[config.mk]
export PLATFORM = sky130hd
export DESIGN_NAME = mru_push_arbiter
export DESIGN_NICKNAME = d
export VERILOG_FILES = /design/src/rtl/mru_pkg.sv /design/src/rtl/btn_debounce.sv /design/src/rtl/mru_push_arbiter.sv
export SDC_FILE = /design/constraint.sdc
export NUM_CORES = 1
export LEC_CHECK = 0
export BUFFER_PORTS_ARGS = -buffer_cell sky130_fd_sc_hd__buf_2
export CAP_MARGIN = 30
export CORE_MARGIN = 3
export CORE_UTILIZATION = 55
export CTS_CLUSTER_SIZE = 20
export DETAILED_ROUTE_END_ITERATION = 7
export PLACE_DENSITY = 0.82
export REMOVE_ABC_BUFFERS = 1
export SETUP_SLACK_MARGIN = 0.2
export SYNTH_ARGS = -nofsm -noshare
export SYNTH_HDL_FRONTEND = slang
export SYNTH_SLANG_ARGS = --single-unit
[constraint.sdc]
create_clock -name clk -period 2 [get_ports clk]
set_clock_uncertainty 0.15 [all_clocks]
set_input_delay 0.4 -clock clk [delete_from_list [all_inputs] [get_ports clk]]
set_output_delay 0.4 -clock clk [all_outputs]
set_load 0.1 [all_outputs]
[src/rtl/mru_pkg.sv]
// Shared types and constants for the MRU push arbiter.
// Button count, code width, FSM states, index-to-code helper.
package mru_pkg;

    localparam int NUM_BTN = 4;
    localparam int IDX_W   = 2;
    localparam int ID_W    = 3;

    typedef enum logic [1:0] {
        IDLE,
        OFFER,
        GAP
    } arb_state_t;

    function automatic logic [ID_W-1:0] idx_to_code(
        input logic [IDX_W-1:0] idx
    );
        return ID_W'(idx) + ID_W'(1);
    endfunction

endpackage

[src/rtl/btn_debounce.sv]
// One button: 2-flop sync, tick-based debounce, rise pulse.
// Ports: clk, rst (async low), tick, btn -> rise (1 cycle).
module btn_debounce #(
    parameter int DEBOUNCE_TICKS = 4
) (
    input  logic clk,
    input  logic rst,
    input  logic tick,
    input  logic btn,
    output logic rise
);

    localparam int CW =
        (DEBOUNCE_TICKS > 1) ? $clog2(DEBOUNCE_TICKS) : 1;
    localparam logic [CW-1:0] LAST = CW'(DEBOUNCE_TICKS - 1);

    logic [1:0]    sync;
    logic          synced;
    logic          stable;
    logic [CW-1:0] cnt;
    logic          accept;

    assign synced = sync[1];

    // Stable value flips on this tick.
    assign accept = tick && (synced != stable) && (cnt == LAST);
    assign rise   = accept && synced;

    always_ff @(posedge clk or negedge rst) begin
        if (!rst) begin
            sync <= '0;
        end else begin
            sync <= {sync[0], btn};
        end
    end

    always_ff @(posedge clk or negedge rst) begin
        if (!rst) begin
            cnt    <= '0;
            stable <= 1'b0;
        end else if (tick) begin
            if (synced == stable) begin
                cnt <= '0;
            end else if (cnt == LAST) begin
                stable <= synced;
                cnt    <= '0;
            end else begin
                cnt <= cnt + CW'(1);
            end
        end
    end

endmodule

[src/rtl/mru_push_arbiter.sv]
// Debounced 4-button press capture, arbitration and push handshake.
// Ports: clk, rst (async low), btn[3:0], push_ready ->
//   push_valid, push_id[2:0], pending[3:0], busy.
// Macro MRU_ARB_ROUND_ROBIN_EN selects round-robin; else fixed priority.
module mru_push_arbiter
    import mru_pkg::*;
#(
    parameter int TICK_DIV       = 50000,
    parameter int DEBOUNCE_TICKS = 4
) (
    input  logic               clk,
    input  logic               rst,
    input  logic [NUM_BTN-1:0] btn,
    output logic               push_valid,
    output logic [ID_W-1:0]    push_id,
    input  logic               push_ready,
    output logic [NUM_BTN-1:0] pending,
    output logic               busy
);

    localparam int TW = $clog2(TICK_DIV);
    localparam logic [TW-1:0] TLAST = TW'(TICK_DIV - 1);

    logic [TW-1:0]      tick_cnt;
    logic               tick;
    logic [NUM_BTN-1:0] rise;
    logic [NUM_BTN-1:0] clr;
    logic [IDX_W-1:0]   win;
    logic [IDX_W-1:0]   win_q;
    logic               hs;
    logic               gap_armed;
    arb_state_t         state_q;
    arb_state_t         state_d;

    assign tick = (tick_cnt == TLAST);

    always_ff @(posedge clk or negedge rst) begin
        if (!rst) begin
            tick_cnt <= '0;
        end else if (tick) begin
            tick_cnt <= '0;
        end else begin
            tick_cnt <= tick_cnt + TW'(1);
        end
    end

    for (genvar g = 0; g < NUM_BTN; g++) begin : g_db
        btn_debounce #(
            .DEBOUNCE_TICKS(DEBOUNCE_TICKS)
        ) u_db (
            .clk  (clk),
            .rst  (rst),
            .tick (tick),
            .btn  (btn[g]),
            .rise (rise[g])
        );
    end

`ifdef MRU_ARB_ROUND_ROBIN_EN
    logic [IDX_W-1:0] rr_ptr;

    always_comb begin
        logic             found;
        logic [IDX_W-1:0] idx;
        win   = '0;
        found = 1'b0;
        idx   = '0;
        for (int k = 0; k < NUM_BTN; k++) begin
            idx = rr_ptr + IDX_W'(k);
            if (!found && pending[idx]) begin
                win   = idx;
                found = 1'b1;
            end
        end
    end

    always_ff @(posedge clk or negedge rst) begin
        if (!rst) begin
            rr_ptr <= '0;
        end else if (hs) begin
            rr_ptr <= win_q + IDX_W'(1);
        end
    end
`else
    always_comb begin
        logic found;
        win   = '0;
        found = 1'b0;
        for (int i = 0; i < NUM_BTN; i++) begin
            if (!found && pending[i]) begin
                win   = IDX_W'(i);
                found = 1'b1;
            end
        end
    end
`endif

    assign hs   = (state_q == OFFER) && push_ready;
    assign busy = (state_q != IDLE);

    always_comb begin
        clr = '0;
        if (hs) begin
            clr[win_q] = 1'b1;
        end
    end

    always_comb begin
        state_d = state_q;
        unique case (state_q)
            IDLE: begin
                if (|pending) begin
                    state_d = OFFER;
                end
            end
            OFFER: begin
                if (push_ready) begin
                    state_d = GAP;
                end
            end
            GAP: begin
                // Ignore a tick in the first GAP cycle.
                if (gap_armed && tick) begin
                    state_d = IDLE;
                end
            end
            default: state_d = IDLE;
        endcase
    end

    always_ff @(posedge clk or negedge rst) begin
        if (!rst) begin
            state_q    <= IDLE;
            pending    <= '0;
            win_q      <= '0;
            push_valid <= 1'b0;
            push_id    <= '0;
            gap_armed  <= 1'b0;
        end else begin
            state_q   <= state_d;
            // New press beats a same-cycle clear.
            pending   <= (pending & ~clr) | rise;
            gap_armed <= (state_q == GAP);
            if (state_q == IDLE && (|pending)) begin
                win_q      <= win;
                push_valid <= 1'b1;
                push_id    <= idx_to_code(win);
            end
            if (hs) begin
                push_valid <= 1'b0;
                push_id    <= '0;
            end
        end
    end

endmodule

## Yosys cells after proc, flatten, opt, wreduce, memory -nomap -nowiden

Cells that the tools add are included.

- Bits in registers: 49

- Muxes and demuxes: 26
- $add $sub $neg: 6
- Equal/unequal tests: 18
- Reduce and logical (&&, ||, !) cells: 31
- Bitwise gates (word level): 7
- Order comparisons: 2

Operators with widths:

| kind | count |
|---|---|
| two-way mux 2 bit | 13 |
| logical AND 1 bit | 19 |
| adder 16 x 1 -> 16 bit, second input constant | 1 |
| == test 16 bit, second input constant | 1 |
| two-way mux 16 bit | 1 |
| AND reduction 3 bit | 5 |
| == test 2 bit, second input constant | 5 |
| adder 2 x 1 -> 2 bit, second input constant | 4 |
| two-way mux 1 bit | 7 |
| two-way mux 3 bit | 2 |
| inequality test 2 bit, second input constant | 3 |
| case mux 2 bit (3 select lines) | 1 |
| bitwise AND 4 bit | 1 |
| == test 1 bit | 4 |
| two-way mux 4 bit | 1 |
| inequality test 1 bit | 4 |
| NOT 1 bit | 4 |
| NOT 4 bit | 1 |
| OR 4 bit | 1 |
| nonzero test 2 bit | 2 |
| OR reduction 4 bit | 1 |
| adder 2 x 1 -> 3 bit, second input constant | 1 |
| logical NOT 1 bit | 3 |
| < comparator 2 x 3 -> 1 bit, second input constant | 1 |
| 4 further kinds | 4 |

## Depth between registers and ports, before layout

- Depth in word-level cells: 13
- Mapped depth: 6

## Cells and area by module

From an unflattened synthesis, not the netlist that was laid out.

- Cells, all modules: 187
- Area, all modules: 2,134.5 sq um

Modules (own cells, without submodules):

| module | cells each | instances | area each (sq um) | sequential area each (sq um) |
|---|---|---|---|---|
| mru_push_arbiter | 123 | 1 | 1,328.8 | 725.7 |
| btn_debounce | 16 | 4 | 201.4 | 125.1 |

## Least setup slack after synthesis

No wires, ideal clock.

- Kind: register to register
- Start: register pending[2]
- End: register push_id[1]
- Setup slack: -64 ps
- Clock period less this slack: 2,064 ps
- Setup time: 142 ps
- Arrival time: 1,771 ps
- Data required time: 1,708 ps
- Cell stages (with the launch flop): 7
- Cell sequence: dfrtp_1 -> inv_1 -> a21oi_1 -> nor2_1 -> ha_1 -> inv_1 -> o21ai_0

- Cells in the longest elaborated chain, start to end: 8

RTL lines:

| item | RTL line | source |
|---|---|---|
| start, declared | mru_push_arbiter.sv:17 | `output logic [NUM_BTN-1:0] pending,` |
| start signal, assigned | mru_push_arbiter.sv:142 | `pending <= (pending & ~clr) \| rise;` |
| logical AND 1 bit * | mru_push_arbiter.sv:90 | `if (!found && pending[i]) begin` |
| two-way mux 1 bit | mru_push_arbiter.sv:90 |  |
| logical NOT 1 bit | mru_push_arbiter.sv:90 |  |
| logical AND 1 bit | mru_push_arbiter.sv:90 |  |
| two-way mux 2 bit * | mru_push_arbiter.sv:90 |  |
| net win[0] | mru_push_arbiter.sv:28 | `logic [IDX_W-1:0] win;` |
| adder 2 x 1 -> 3 bit * | mru_pkg.sv:18 | `return ID_W'(idx) + ID_W'(1);` |
| two-way mux 3 bit * | mru_push_arbiter.sv:144 | `if (state_q == IDLE && (\|pending)) begin` |
| two-way mux 3 bit * | mru_push_arbiter.sv:149 | `if (hs) begin` |
| end signal, assigned | mru_push_arbiter.sv:147 | `push_id <= idx_to_code(win);` |
| end, declared | mru_push_arbiter.sv:15 | `output logic [ID_W-1:0] push_id,` |

Mark *: on every way through the listed nets, which the timed path passes. The rest lies on a longest branch. The select of a mux whose other input is x is not followed.
A chain may end at the register's enable or synchronous reset.

## Final worst setup path

- Start: register tick_cnt[1]
- End: register g_db[1].u_db.stable

- Cells in the longest elaborated chain, start to end: 2

RTL lines:

| item | RTL line | source |
|---|---|---|
| start, declared | mru_push_arbiter.sv:24 | `logic [TW-1:0] tick_cnt;` |
| start signal, assigned | mru_push_arbiter.sv:43 | `tick_cnt <= tick_cnt + TW'(1);` |
| == test 16 bit | mru_push_arbiter.sv:35 | `assign tick = (tick_cnt == TLAST);` |
| AND reduction 3 bit (no source line) | n/a |  |
| end signal, assigned | btn_debounce.sv:45 | `stable <= synced;` |
| end, declared | btn_debounce.sv:19 | `logic stable;` |

Every way passes these cells.

==> results.py <==
metrics = {
    "timing": {
        "max_freq_ghz": 0.559,
        "hold_ws_ns": 0.0501,
        "worst_slew_margin_rel": 0.645,
        "setup_violations": 0,
        "hold_viol": 0,
        "period_minus_slack_ns": 1.79,
        "post-route-period-util": 0.895,
        "final_max_slew_viol_count": 0,
        "tightest_slew_ns": 0.530,
        "rsz0062_at_grt": "true",
    },
    "critical_path": {
        "crit_type": "flop to flop",
        "ff2ff_path_depth": 6,
        "crit_buf_inv": 1,
        "crit_chain": "ha_2, and3_4, and4_1, buf_6, nand2_2, mux2_4",
        "rrSetupSlack_ns": 0.21,
        "start_kind": "flop",
        "arrival_ns": 1.84,
        "r2r_end": "g_db[1].u_db.stable",
        "cp.required_ns": 2.06,
        "worstSetupEndpointType": "flop",
        "cp_max_fo": 5,
        "reg2reg_from": "tick_cnt[1]",
        "cpPeakStageDelay_ns": 0.39,
        "crit_path_top_delay_cell": "dfrtp_1",
        "cp_top_family": "simple AND/OR/NAND/NOR gates",
    },
    "global_routing": {
        "grt_overflow": 0,
        "grt_max_degree": 29,
        "grt_pass1_vias": 1432,
        "antenna_found_initial": 0,
        "grtUsageTotal": 0.188,
        "grt_pass1_wl_mm": 6.34,
    },
    "floorplan": {
        "dieHeight_um": 68.6,
        "fp.dieW_um": 68.6,
        "start_util": 0.581,
        "num_rows": 22,
        "core_mm2": 0.00372,
        "ios": 16,
        "dieArea_mm2": 0.00471,
    },
    "final_layout": {
        "drive_gt1_frac": 0.258,
        "design_area_mm2": 0.00258,
        "antenna_cells": 0,
        "fin_util": 0.695,
        "fin_nets": 229,
        "final_cells": 265,
        "syn2layout_area_growth_pct": 19.7,
    },
    "place": {
        "gp_congestion": 0.886,
        "portBuffers": 15,
        "placedInstanceArea_mm2": 0.00233,
        "post-dp-hpwl_mm": 2.74,
        "place_inst": 249,
    },
    "yosys": {
        "yosysSeqAreaShare": 0.568,
        "synth_flop_cell": "dfrtp_1",
        "ys_top_cells_by_count": "dfrtp_1 (49), nand2_1 (14), nor2_1 (10)",
        "synth_top_area_frac": 0.568,
        "synth_area_leaders": "dfrtp_1 (57%), xnor2_1 (3.7%), ha_1 (3.5%)",
        "ys_types": 37,
        "synthArstFlopShare": 1.00,
        "ys_ff_latch": 49,
        "yosysWarnings": 0,
        "netlist_area_mm2": 0.00216,
        "synth_edf_count": 0,
        "yosysTopAreaCell": "dfrtp_1",
        "avgSynthCellArea_um2": 11.8,
        "synthCells": 183,
        "synth.most_common_cell": "dfrtp_1",
    },
    "detailed_routing": {
        "routed_via_density": 5.79,
        "drt_iter0_drc": 130,
        "wirelength_mm": 4.12,
        "avgRoutedWirePerCell_um": 15.6,
        "ant_nets": 0,
        "drt_drc_violations_left": 0,
        "vias": 1534,
        "dr.pass1.iters": 4,
    },
    "pwr": {
        "ir_drop_mv": 0.924,
        "finalPower_mw": 3.13,
        "p_leak_nw": 1.28,
        "powerDensity_mw_per_mm2": 1210,
    },
    "clock_tree": {
        "numCtsBuffers": 5,
        "cts_sinks": 49,
        "clk_latency_ns": 0.31,
        "cts_tree": "built",
        "clk_pin_slew_ns": 0.10,
        "ctsHtreeMaxLevel": 2,
        "cts_root_buf": "clkbuf_8",
        "clockBufferDepth": 2,
    },
    "worst_hold_path": {
        "hold_start": "btn[0]",
        "holdPathStages": 1,
        "hold_end": "g_db[0].u_db.sync[0]",
        "hold_class": "input port to flop",
    },
    "status": {
        "outcome": "finished clean",
    },
    "job": {
        "maxCapViolations": 0,
    },
}
-- report_power, final --
part	internal, mW	switching [mW]	total (mW)	leakage [nW]
logic	0.291	0.867	1.16	0.600
clock network	0.374	0.332	0.706	0.0543
registers	1.12	0.144	1.26	0.630
total	1.78	1.34	3.13	1.28
-- worst max path at each step --
stage           startpoint                  end  slack [ns]  cells after the start
2_1_floorplan   pending[2]           push_id[1]       -0.06                      6
4_1_cts         state_q[1]                 busy        0.19                      3
5_1_grt        tick_cnt[7]  g_db[1].u_db.stable        0.18                      5
3_5_place_dp   tick_cnt[1]  g_db[2].u_db.stable        0.14                      6
6_report       tick_cnt[1]  g_db[1].u_db.stable        0.21                      6
3_3_place_gp   tick_cnt[1]  g_db[3].u_db.stable        0.22                      6
-- sequential cells by signal, indices dropped and copies added (netlist names), 2 cells and up --
name,cells
tick_cnt,16
g_db.u_db.stable,4
state_q,2
win_q,2
push_id,3
g_db.u_db.cnt,8
g_db.u_db.sync,8
pending,4
-- layer usage --
layer,up-vias,track usage,part of all wire,routed length [µm]
met5,-,0,0,0
met4,0,0.0918,0.022,89
met3,9,0.0713,0.039,160
met2,41,0.299,0.50,2070
met1,775,0.222,0.44,1800
li1,709,-,-,-
-- stage by stage --
step | setup TNS (ns) | setup slack (ns)
2_1_floorplan | -0.0636 | -0.0636
3_3_place_gp | 0 | 0.224
3_5_place_dp | 0 | 0.140
4_1_cts | 0 | 0.195
5_1_grt | 0 | 0.183
6_report | 0 | 0.211
-- kinds of logic after synthesis --
group | after synthesis | share of synthesized area
fa+ha+maj | 6 | 0.0348
buf+inv | 13 | 0.0272
compound gates | 26 | 0.0899
xor+xnor | 15 | 0.0609
simple gates | 69 | 0.187
mux | 5 | 0.0325
flops | 49 | 0.568
-- cells in the final DEF (no fill, tap or decap), drive strengths merged, types with 5 or more instances in the layout --
master,Yosys,layout
dfrtp,49,49
buf,3,27
nand2,18,18
nor2,10,10
inv,9,9
xnor2,9,9
nand3,8,8
o21ai,8,8
clkbuf,1,7
o31ai,6,6
xor2,6,6
a21o,6,6
ha,6,6
nand4,5,5
-- area by class of cell --
cell class | instances | area [µm²]
inverter | 9 | 33.8
sequential | 49 | 1230
fill | 270 | 1130
clock buffer | 5 | 68.8
clock inverter | 3 | 46.3
tap | 48 | 60.1
timing repair buffer | 30 | 226
multi-input combinational | 121 | 917
-- timing repair --
item | CTS | global route
hold buffers | 1 | 0
resized for setup | 5 | 15
endpoints found under the setup margin | 10 | 12
pin swaps | 0 | 3
setup buffers | 1 | 6
hold endpoints to repair | 21 | 0
No activity file was read; power rests on OpenSTA's default activity.
